### src/rtl/wb_stage.sv
// Writeback stage feeding the register file: ALU results retire one cycle after
// acceptance, and a single outstanding load is aligned and extended when the data returns.
module wb_stage #(
  parameter int XLEN   = 32,
  parameter int REG_AW = 5
) (
  input  logic              clk,
  input  logic              reset,
  input  logic              in_valid,
  output logic              in_ready,
  input  logic [REG_AW-1:0] in_rd,
  input  logic              in_is_load,
  input  logic [2:0]        in_funct3,
  input  logic [1:0]        in_addr_lo,
  input  logic [XLEN-1:0]   in_alu_result,
  input  logic              mem_rvalid,
  input  logic [XLEN-1:0]   mem_rdata,
  output logic              we,
  output logic [REG_AW-1:0] rd,
  output logic [XLEN-1:0]   wdata,
  output logic              busy,
  output logic              load_err
);

  typedef enum logic {S_IDLE, S_WAIT} state_t;

  state_t              r_state;
  logic [REG_AW-1:0]   r_ld_rd;
  logic [2:0]          r_ld_f3;
  logic [1:0]          r_ld_lo;
  logic                r_we;
  logic [REG_AW-1:0]   r_rd;
  logic [XLEN-1:0]     r_wdata;
  logic                r_load_err;

  logic [XLEN-1:0]     w_shift;
  logic [7:0]          w_byte;
  logic [15:0]         w_half;
  logic [XLEN-1:0]     w_load_val;
  logic                w_load_ok;
  logic                w_xfer;

  assign in_ready = (r_state == S_IDLE);
  assign busy     = (r_state == S_WAIT);
  assign w_xfer   = in_valid && in_ready;
  assign we       = r_we;
  assign rd       = r_rd;
  assign wdata    = r_wdata;
  assign load_err = r_load_err;

  // Halfword selection uses only addr_lo[1]; a misaligned halfword is not split.
  always_comb begin
    w_shift    = mem_rdata >> {r_ld_lo, 3'b000};
    w_byte     = w_shift[7:0];
    w_half     = r_ld_lo[1] ? mem_rdata[31:16] : mem_rdata[15:0];
    w_load_val = '0;
    w_load_ok  = 1'b1;
    case (r_ld_f3)
      3'b000:  w_load_val = {{(XLEN-8){w_byte[7]}}, w_byte};
      3'b100:  w_load_val = {{(XLEN-8){1'b0}}, w_byte};
      3'b001:  w_load_val = {{(XLEN-16){w_half[15]}}, w_half};
      3'b101:  w_load_val = {{(XLEN-16){1'b0}}, w_half};
      3'b010:  w_load_val = mem_rdata;
      default: w_load_ok  = 1'b0;
    endcase
  end

  always_ff @(posedge clk) begin
    if (reset) begin
      r_state    <= S_IDLE;
      r_ld_rd    <= '0;
      r_ld_f3    <= '0;
      r_ld_lo    <= '0;
      r_we       <= 1'b0;
      r_rd       <= '0;
      r_wdata    <= '0;
      r_load_err <= 1'b0;
    end else begin
      r_we       <= 1'b0;
      r_load_err <= 1'b0;
      case (r_state)
        S_IDLE: begin
          if (w_xfer) begin
            if (in_is_load) begin
              r_ld_rd <= in_rd;
              r_ld_f3 <= in_funct3;
              r_ld_lo <= in_addr_lo;
              r_state <= S_WAIT;
            end else begin
              r_we    <= (in_rd != '0);
              r_rd    <= in_rd;
              r_wdata <= in_alu_result;
            end
          end
        end
        S_WAIT: begin
          if (mem_rvalid) begin
            r_state <= S_IDLE;
            if (w_load_ok) begin
              r_we    <= (r_ld_rd != '0);
              r_rd    <= r_ld_rd;
              r_wdata <= w_load_val;
            end else begin
              r_load_err <= 1'b1;
            end
          end
        end
        default: r_state <= S_IDLE;
      endcase
    end
  end

endmodule

### config.mk
export PLATFORM = sky130hd
export DESIGN_NAME = wb_stage
export DESIGN_NICKNAME = d
export VERILOG_FILES = /design/src/rtl/wb_stage.sv
export SDC_FILE = /design/constraint.sdc
export NUM_CORES = 1
export LEC_CHECK = 0
export ABC_AREA = 1
export BUFFER_PORTS_ARGS = -buffer_cell sky130_fd_sc_hd__buf_4
export CAP_MARGIN = 20
export CORE_MARGIN = 4
export CORE_UTILIZATION = 45
export DETAILED_ROUTE_END_ITERATION = 10
export PLACE_DENSITY = 0.74
export SYNTH_ARGS = -nofsm -noshare
export SYNTH_HDL_FRONTEND = slang
export SYNTH_SLANG_ARGS = --single-unit
### constraint.sdc
create_clock -name clk -period 2.08 [get_ports clk]
set_input_delay 0.104 -clock clk [delete_from_list [all_inputs] [get_ports clk]]
set_output_delay 0.104 -clock clk [all_outputs]
set_load 0.05 [all_outputs]
==> summary.md, run 1 <==
| Metric | Value |
|---|---|
| YS warnings | `0` |
| Sum Neg Setup Slack | `0 ps` |
| Skew-Pair Late Insertion Delay | `310 ps` |
| Die height | `91.9 um` |
| Hold Crit Class | `in2reg` |
| Max-Cap Viols | `0` |
| Vias | `3641` |
| Commonest cells post-synth | `nand2_1, a21oi_1, inv_1` |
| Util after Layout | `61.1%` |
| WL final | `10.0 mm` |
| Hold Path End | `busy$_SDFF_PP0_` |
| Initial antenna violation count | `0` |
| GR Util met1 | `31.1%` |
| Met2 Track Usage GR | `39.2%` |
| Leakage power | `0.00223 uW` |
| H-tree levels | `2` |
| N_diodes | `0` |
| Top-count cell post-synth | `nand2_1` |
| Final Hold Viols | `0` |
| Fin crit share | `85.9%` |
| Final slew viol count | `0` |
| Core area | `6830 um^2` |
| Reg2reg start | `r_ld_lo[1]$_SDFFE_PP0P_` |
| TritonCTS Buffers | `5` |
| Yosys top cell area share | `31.6%` |
| Total GRT Usage | `23.5%` |
| Die width | `91.9 um` |
| FF+latch count, synth | `50` |
| Min Tclk post-route | `1790 ps` |
| Cell count after synthesis | `544` |
| CP endpoint kind | `flip-flop` |
| Power consumption | `2740 uW` |
| Pre-antenna DRT Iters | `7` |
| Post_cts resized | `0` |
| Number of global-route vias before repair | `3342` |
| Crit path launch type | `flip-flop` |
| Worst slew margin | `51.0%` |
| Setup violators final | `0` |
| Largest net degree at the start of global routing | `45` |
| Max IR drop VDD | `332 uV` |
| FP Rows | `30` |
| Worst Path Max Fanout | `24` |
| Remaining global-route overflow | `0` |
| Fin Clk Skew | `6.74 ps` |
| Global-route wire length before repair | `16.1 mm` |
| Reg2reg end | `wdata[31]$_SDFFE_PP0P_` |
| DRT iter0 DRCs | `183` |
| GRT busiest layer | `met2` |
| Worst Hold Depth | `3` |
| DP HPWL | `7.54 mm` |
| Post-synthesis cell type count | `24` |
| Largest cells by area after synthesis | `dfxtp_1, nand2_1, a21oi_1` |
| Number of synthesized flops with an enable pin | `0` |
| CTS max path bufs | `2` |
| Clk root buf | `clkbuf_8` |
| Avg Cell Area, Syn | `5.82 um^2` |
| Routed vias/inst | `4.89` |
| Final Wtd Congestion | `0.931` |
| Routed length per instance | `13.5 um` |
| Non-Filler Instances | `745` |
| Clock transition at path regs | `100 ps` |
| Crit path DAT | `2040 ps` |
| Post-synthesis sequential area ratio | `31.6%` |
| IO Port Bufs | `119` |
| Setup Fix Bufs, Post-CTS | `0` |
| Post-route ant nets | `0` |
| Area delta synth->final | `31.8%` |
| Synthesized net count | `623` |
| Ratio of cells with drive above 1 in the final layout | `24.2%` |
| Clock sink total | `50` |
| Min-delay src | `mem_rvalid` |
| Inst Count DP | `736` |
| FMAX | `559 MHz` |
| Ys async rst share | `0%` |
| Net count, final | `727` |
| Worst Tran Pin Value | `734 ps` |
| CTS Hold Bufs | `1` |
| Status | `finished, final reports clean` |
| Initial Utilization | `46.4%` |
| CTS tree | `built` |
| R2r setup slk | `290 ps` |
| GR met3 Demand/Resource | `5.33%` |
| Total Die Area | `8440 um^2` |
| Setup CP Type | `reg2reg` |
| Largest area contributor in the netlist | `dfxtp_1` |
| Synth Flop Type | `dfxtp_1` |
| Post-Syn Area | `3170 um^2` |
| Crit path required time | `2330 ps` |
| Io pins | `120` |
| Unrepaired setup endpoints after global routing | `false` |
| DRC | `0` |
| Power density over cell area | `655 nW/um^2` |
| R2R depth | `8` |
## kinds of logic (layout without fill, tap and decap cells)
kind of cell	after synthesis	after routing	synth area share [%]
compound gates	107	107	17.1
simple gates	281	281	36.2
flops	50	50	31.6
buf+inv	106	211	15.1
## routing by layer
metal	up-vias	routed length, um
met4	0	127
met3	11	794
met2	126	4670
li1	1876	-
met1	1628	4430
met5	-	0
## state kept, by name (all words and copies together), names as in the netlist
| signal | cells |
|---|---|
| r_ld_f3 | 3 |
| busy | 1 |
| rd | 5 |
| we | 1 |
| r_ld_lo | 2 |
| r_ld_rd | 5 |
| wdata | 32 |
| load_err | 1 |
## power breakdown
part	switching (uW)	internal [uW]
Combinational	664	354
Sequential	53.5	1040
Clock	350	275
## how the worst max path moves through the flow
stage / to / slack (ps) / start / cells after the start
6_report: wdata[31]$_SDFFE_PP0P_ / 290 / r_ld_lo[1]$_SDFFE_PP0P_ / 8
2_1_floorplan: wdata[30]$_SDFFE_PP0P_ / 350 / busy$_SDFF_PP0_ / 5
3_3_place_gp: wdata[29]$_SDFFE_PP0P_ / 360 / r_ld_lo[1]$_SDFFE_PP0P_ / 8
4_1_cts: wdata[31]$_SDFFE_PP0P_ / 290 / r_ld_lo[1]$_SDFFE_PP0P_ / 8
5_1_grt: wdata[31]$_SDFFE_PP0P_ / 90 / r_ld_lo[1]$_SDFFE_PP0P_ / 8
3_5_place_dp: wdata[31]$_SDFFE_PP0P_ / 330 / r_ld_lo[1]$_SDFFE_PP0P_ / 8
## cell type report
| cell class | count | area, um^2 |
|---|---|---|
| Clock buffer | 6 | 82.6 |
| Clock inverter | 2 | 16.3 |
| Fill cell | 736 | 2660 |
| Inverter | 74 | 283 |
| Multi-Input combinational cell | 388 | 1690 |
| Sequential cell | 50 | 1000 |
| Tap cell | 96 | 120 |
| Timing Repair Buffer | 129 | 983 |
## cells in the final DEF (no fill, tap or decap), drive strengths merged
cell         instances
a21oi               78
a31o                 1
buf                128
clkbuf               6
clkinvlp             1
dfxtp               50
dlygate4sd3          1
inv                 75
nand2              207
nand3               21
nand3b               1
nand4                1
nor2                49
nor4                 1
o21ai               28
or2                  1
## critical path: stages (launching register included)
cell and delay (ps):
dfxtp_1 630, inv_4 210, nand2_2 130, nand2_2 70
nor2_4 300, nor2_1 100, nand2_1 110, nand2_1 60
a21oi_1 110
## metrics by stage
stage	hold slack, ps	worst slack, ps	area (um^2)
final	46.6	292	4170
after global routing	43.0	92.2	4170
after CTS	43.9	290	4170
after detailed placement	301	334	4070
after global placement	299	365	4070
after floorplan	173	351	3170
No activity file was read; power rests on OpenSTA's default activity.
==> run 2: changes to the inputs <==
Settings changed: HOLD_SLACK_MARGIN set to 0.15.
==> summary.md, run 2 (synthesis gave the netlist of run 1 again) <==
| Metric | Value |
|---|---|
| Status | `finished, final reports clean` |
| N_diodes | `0` |
| Post_cts resized | `0` |
| Io pins | `120` |
| Post-route ant nets | `0` |
| Largest register FFs | `32` |
| Setup Fix Bufs, Post-CTS | `0` |
| Die width | `91.9 um` |
| Number of global-route vias before repair | `3577` |
| Max incr delay on CP | `630 ps` |
| Crit path launch type | `flip-flop` |
| Hold Crit Class | `in2reg` |
| Crit-path cells | `inv_4 > nand2_2 > nand2_2 > nor2_4 > nor2_1 > nand2_1 > nand2_1 > a21oi_1` |
| Net count, final | `771` |
| Total Die Area | `8440 um^2` |
| Initial antenna violation count | `0` |
| Final slew viol count | `0` |
| TritonCTS Buffers | `5` |
| H-tree levels | `2` |
| Total GRT Usage | `24.9%` |
| Crit path required time | `2330 ps` |
| FP Rows | `30` |
| Slowest cell on crit path | `dfxtp_1` |
| Fin crit share | `85.8%` |
| Clock sink total | `50` |
| Area delta synth->final | `45.7%` |
| Most frequent cells in the layout | `nand2_1, buf_4, a21oi_1` |
| Max IR drop VDD | `347 uV` |
| Non-Filler Instances | `789` |
| Unrepaired setup endpoints after global routing | `false` |
| Fin Clk Skew | `7.46 ps` |
| CTS max path bufs | `2` |
| IO Port Bufs | `119` |
| Inst Count DP | `736` |
| Core area | `6830 um^2` |
| Ratio of cells with drive above 1 in the final layout | `22.7%` |
| WL final | `10.5 mm` |
| Initial Utilization | `46.4%` |
| Largest net degree at the start of global routing | `45` |
| Min Tclk post-route | `1780 ps` |
| CTS tree | `built` |
| CTS Hold Bufs | `45` |
| CP endpoint kind | `flip-flop` |
| DP HPWL | `7.54 mm` |
| Die height | `91.9 um` |
| Power density over cell area | `608 nW/um^2` |
| Global-route wire length before repair | `17.1 mm` |
| Clk root buf | `clkbuf_8` |
| Final Wtd Congestion | `0.931` |
| Pre-antenna DRT Iters | `5` |
| Max-Cap Viols | `0` |
| Worst Path Max Fanout | `24` |
| FMAX | `561 MHz` |
| Routed vias/inst | `4.81` |
| Worst slew margin | `50.2%` |
| Crit path DAT | `2030 ps` |
| Most common cell after layout, fill and taps aside | `nand2_1` |
| Final Hold Viols | `0` |
| Setup CP Type | `reg2reg` |
| Leakage power | `0.00242 uW` |
| DRT iter0 DRCs | `224` |
| Worst Tran Pin Value | `746 ps` |
| Setup violators final | `0` |
| Clock transition at path regs | `100 ps` |
| Remaining global-route overflow | `0` |
| Routed length per instance | `13.3 um` |
| Vias | `3795` |
| Skew-Pair Late Insertion Delay | `310 ps` |
| DRC | `0` |
| Sum Neg Setup Slack | `0 ps` |
-- run 2: through the flow --
step           utilization (%)  instance area (um^2)  total power [uW]  setup slack [ps]  hold slack, ps
4_1_cts                   67.5                  4610              2820               290             221
3_3_place_gp              59.5                  4070              2120               365             299
3_5_place_dp              59.5                  4070              2130               334             301
2_1_floorplan                -                  3170              1800               351             173
6_report                  67.5                  4610              2800               296             216
5_1_grt                   67.5                  4610              2980              93.2             236
-- run 2: worst max-delay path: cells and delay by family, from the launching register on --
kind,cells,cell delay (ps)
AO/OA/AOI/OAI,1,110
buffers and inverters,1,210
flip-flops,1,630
AND/OR/NAND/NOR,6,760
-- run 2: layout make-up --
type | count | area, um^2
clock buffer | 6 | 82.6
multi-input combinational | 388 | 1690
tap | 96 | 120
sequential | 50 | 1000
inverter | 74 | 283
fill | 662 | 2220
clock inverter | 2 | 16.3
timing repair buffer | 173 | 1420
-- run 2: routing by layer --
layer / track usage, % / up-vias / wire length [um]
li1: - / 1961 / -
met1: 32.4 / 1687 / 4600
met2: 42.9 / 132 / 5030
met3: 4.84 / 15 / 737
met4: 4.58 / 0 / 121
met5: 0 / - / 0
-- run 2: report_power, final --
group	internal [uW]	leakage [uW]	switching (uW)
combinational	408	0.00196	679
clock	275	0.0000478	350
sequential	1040	0.000413	53.4
-- run 2: final timing paths --
path,from,slack [ps],depth (start not counted),to
worst max-delay path,r_ld_lo[1]$_SDFFE_PP0P_,300,8,wdata[31]$_SDFFE_PP0P_
worst min-delay path,in_is_load,220,4,we$_SDFF_PP0_
worst max register to register,r_ld_lo[1]$_SDFFE_PP0P_,300,8,wdata[31]$_SDFFE_PP0P_
worst min register to register,r_ld_rd[3]$_SDFFE_PP0P_,480,2,r_ld_rd[3]$_SDFFE_PP0P_
==> run 3: changes to the inputs <==
Settings changed: ABC_AREA 1 to unset, PLACE_DENSITY 0.74 to 0.76, SLEW_MARGIN set to 15.
==> summary.md, run 3 <==
| Metric | Value |
|---|---|
| Comb power frac | `31.7%` |
| Largest cells by area after synthesis | `dfxtp_1, nor2_1, mux2i_1` |
| Synthesized net count | `411` |
| Post-route ant nets | `0` |
| Final slew viol count | `0` |
| Initial antenna violation count | `0` |
| Clk network pwr share | `30.2%` |
| Remaining global-route overflow | `0` |
| Hold Crit Class | `in2reg` |
| Most common cell after layout, fill and taps aside | `buf_4` |
| Worst Tran Pin Value | `818 ps` |
| Die width | `86.9 um` |
| Avg Cell Area, Syn | `8.44 um^2` |
| Fraction of the mapped netlist area in adder cells | `0%` |
| Pre-CTS WS | `277 ps` |
| Worst Path Max Fanout | `12` |
| DP HPWL | `6.55 mm` |
| Ratio of cells with drive above 1 in the final layout | `34.3%` |
| Post-synthesis mux area share | `7.95%` |
| CTS tree | `built` |
| Setup Fix Bufs, Post-CTS | `0` |
| Int Pwr | `1930 uW` |
| Total GRT Usage | `25.0%` |
| Number of synthesized flops with an enable pin | `0` |
| YS warnings | `0` |
| Total Die Area | `7550 um^2` |
| Fin crit share | `88.7%` |
| Net Sw Power | `903 uW` |
| IO Port Bufs | `119` |
| Routed vias/inst | `5.69` |
| Leakage power | `0.00185 uW` |
| Sum Neg Setup Slack | `0 ps` |
| Power consumption | `2830 uW` |
| DRT iter0 DRCs | `291` |
| Ys async rst share | `0%` |
| FMAX | `542 MHz` |
| Post-Synth XOR/XNOR Area | `0%` |
| Vias | `3248` |
| Compound-Gate Fraction of Synth Area | `27.1%` |
| Initial Utilization | `46.8%` |
| Max IR drop VDD | `501 uV` |
| TritonCTS Buffers | `5` |
| Fin Clk Skew | `9.04 ps` |
| Worst Slack Setup Final | `236 ps` |
| Register share of total power | `38.1%` |
| Clk root buf | `clkbuf_8` |
| Min Tclk post-route | `1840 ps` |
| CP endpoint kind | `flip-flop` |
| Post-synthesis simple-gate area fraction | `23.6%` |
| Largest register FFs | `32` |
| Clock sink total | `50` |
| FF+latch count, synth | `50` |
| Largest family of logic cells by synthesized area | `compound AO/OA/AOI/OAI gates` |
| Synth Flop Type | `dfxtp_1` |
| Setup violators final | `0` |
| Worst slew margin | `45.0%` |
| Unrepaired setup endpoints after global routing | `false` |
| Setup CP Type | `reg2reg` |
| CTS max path bufs | `2` |
| Most frequent cells in the layout | `buf_4, nor2_1, dfxtp_1, dlygate4sd3_1, nand2_1` |
| Top-count cell post-synth | `nor2_1` |
| Skew-Pair Late Insertion Delay | `310 ps` |
| Final Wtd Congestion | `0.857` |
| FP Rows | `28` |
| Post-synthesis cell type count | `46` |
| Clock transition at path regs | `100 ps` |
| Crit path launch type | `flip-flop` |
| Number of global-route vias before repair | `3083` |
| Crit path required time | `2300 ps` |
| DRC | `0` |
| Core area | `5990 um^2` |
| Post-synthesis sequential area ratio | `35.7%` |
| Routed length per instance | `16.7 um` |
| Max-Cap Viols | `0` |
| Global-route wire length before repair | `15.0 mm` |
| Net count, final | `573` |
| Final Hold Viols | `0` |
| Switching Share | `31.9%` |
| Largest area contributor in the netlist | `dfxtp_1` |
| Commonest cells post-synth | `nor2_1, dfxtp_1, nand2_1` |
| Cell count after synthesis | `332` |
| Crit path DAT | `2070 ps` |
| H-tree levels | `2` |
| Die height | `86.9 um` |
| Power density over cell area | `644 nW/um^2` |
| Post-Syn Area | `2800 um^2` |
| Largest net degree at the start of global routing | `45` |
| Pre-antenna DRT Iters | `5` |
| Io pins | `120` |
| WL final | `9.53 mm` |
| Yosys top cell area share | `35.7%` |
| Area delta synth->final | `56.9%` |
| Status | `finished, final reports clean` |
==> run 3: cell count changes in the layout (fill, tap and decap cells not counted), sizes merged, moves of 8 or more <==
cell	previous run	this run
nand2b	0	9
nand2	207	38
a2111oi	0	16
o21ai	28	5
a21oi	78	26
inv	75	2
nor2	49	57
nand3	21	8
mux2i	0	20
==> run 3: power by group through the flow <==
stage | Combinational [uW] | Sequential, uW | Clock (uW)
5_1_grt | 959 | 1090 | 899
2_1_floorplan | 310 | 1300 | 0
4_1_cts | 890 | 1080 | 861
3_3_place_gp | 805 | 1100 | 0
6_report | 897 | 1080 | 854
3_5_place_dp | 814 | 1100 | 0
==> run 3: metrics by stage <==
stage | instance area (um^2) | hold WS (ps) | instances | util, %
2_1_floorplan | 2800 | 248 | 332 | -
3_3_place_gp | 3740 | 332 | 512 | 62.5
3_5_place_dp | 3740 | 345 | 512 | 62.5
4_1_cts | 4390 | 161 | 570 | 73.2
5_1_grt | 4390 | 164 | 570 | 73.3
6_report | 4390 | 166 | 571 | 73.4
==> run 3: cells by family (layout without fill, tap and decap cells) <==
logic type      Yosys count  after routing
other cells               0              1
flops                    50             50
buf+inv                  30            193
simple gates            136            136
mux                      21             21
compound gates           95             95
==> run 3: layer usage <==
layer,share of wire [%],GRT usage [%],vias to the layer above
met3,9.4,7.10,22
met5,0,0,-
li1,-,-,1545
met2,49,41.3,156
met4,1.6,7.51,0
met1,40,31.6,1525
==> run 3: repair_timing <==
item                                   4_1_cts  5_1_grt
endpoints found under the hold margin       35        0
hold buffers                                50        0
setup endpoints to repair                    0        1
resized for setup                            0        1
==> run 3: cell type report <==
type,count,area (um^2)
diodes,1,2.50
clock buffers,6,82.6
clock inverters,2,60.1
fillers,459,1600
inverters,2,7.51
multi-input cells,252,1650
flip-flops and latches,50,1000
well taps,75,93.8
repair buffers,183,1500
==> run 3: path summary, 6_finish.rpt <==
path	endpoint	depth (start not counted)	from	slack, ps
max	wdata[9]$_SDFFE_PP0P_	5	r_ld_f3[1]$_SDFFE_PP0P_	240
min	wdata[6]$_SDFFE_PP0P_	4	in_alu_result[6]	170
max reg2reg	wdata[9]$_SDFFE_PP0P_	5	r_ld_f3[1]$_SDFFE_PP0P_	240
min reg2reg	wdata[12]$_SDFFE_PP0P_	2	wdata[12]$_SDFFE_PP0P_	500
==> run 3: worst max-delay path, stage by stage, from the launching register on <==
cell and delay (ps):
dfxtp_1 400, buf_4 210, nand2b_1 200, nor2_1 460
a22oi_1 190, a311oi_1 290
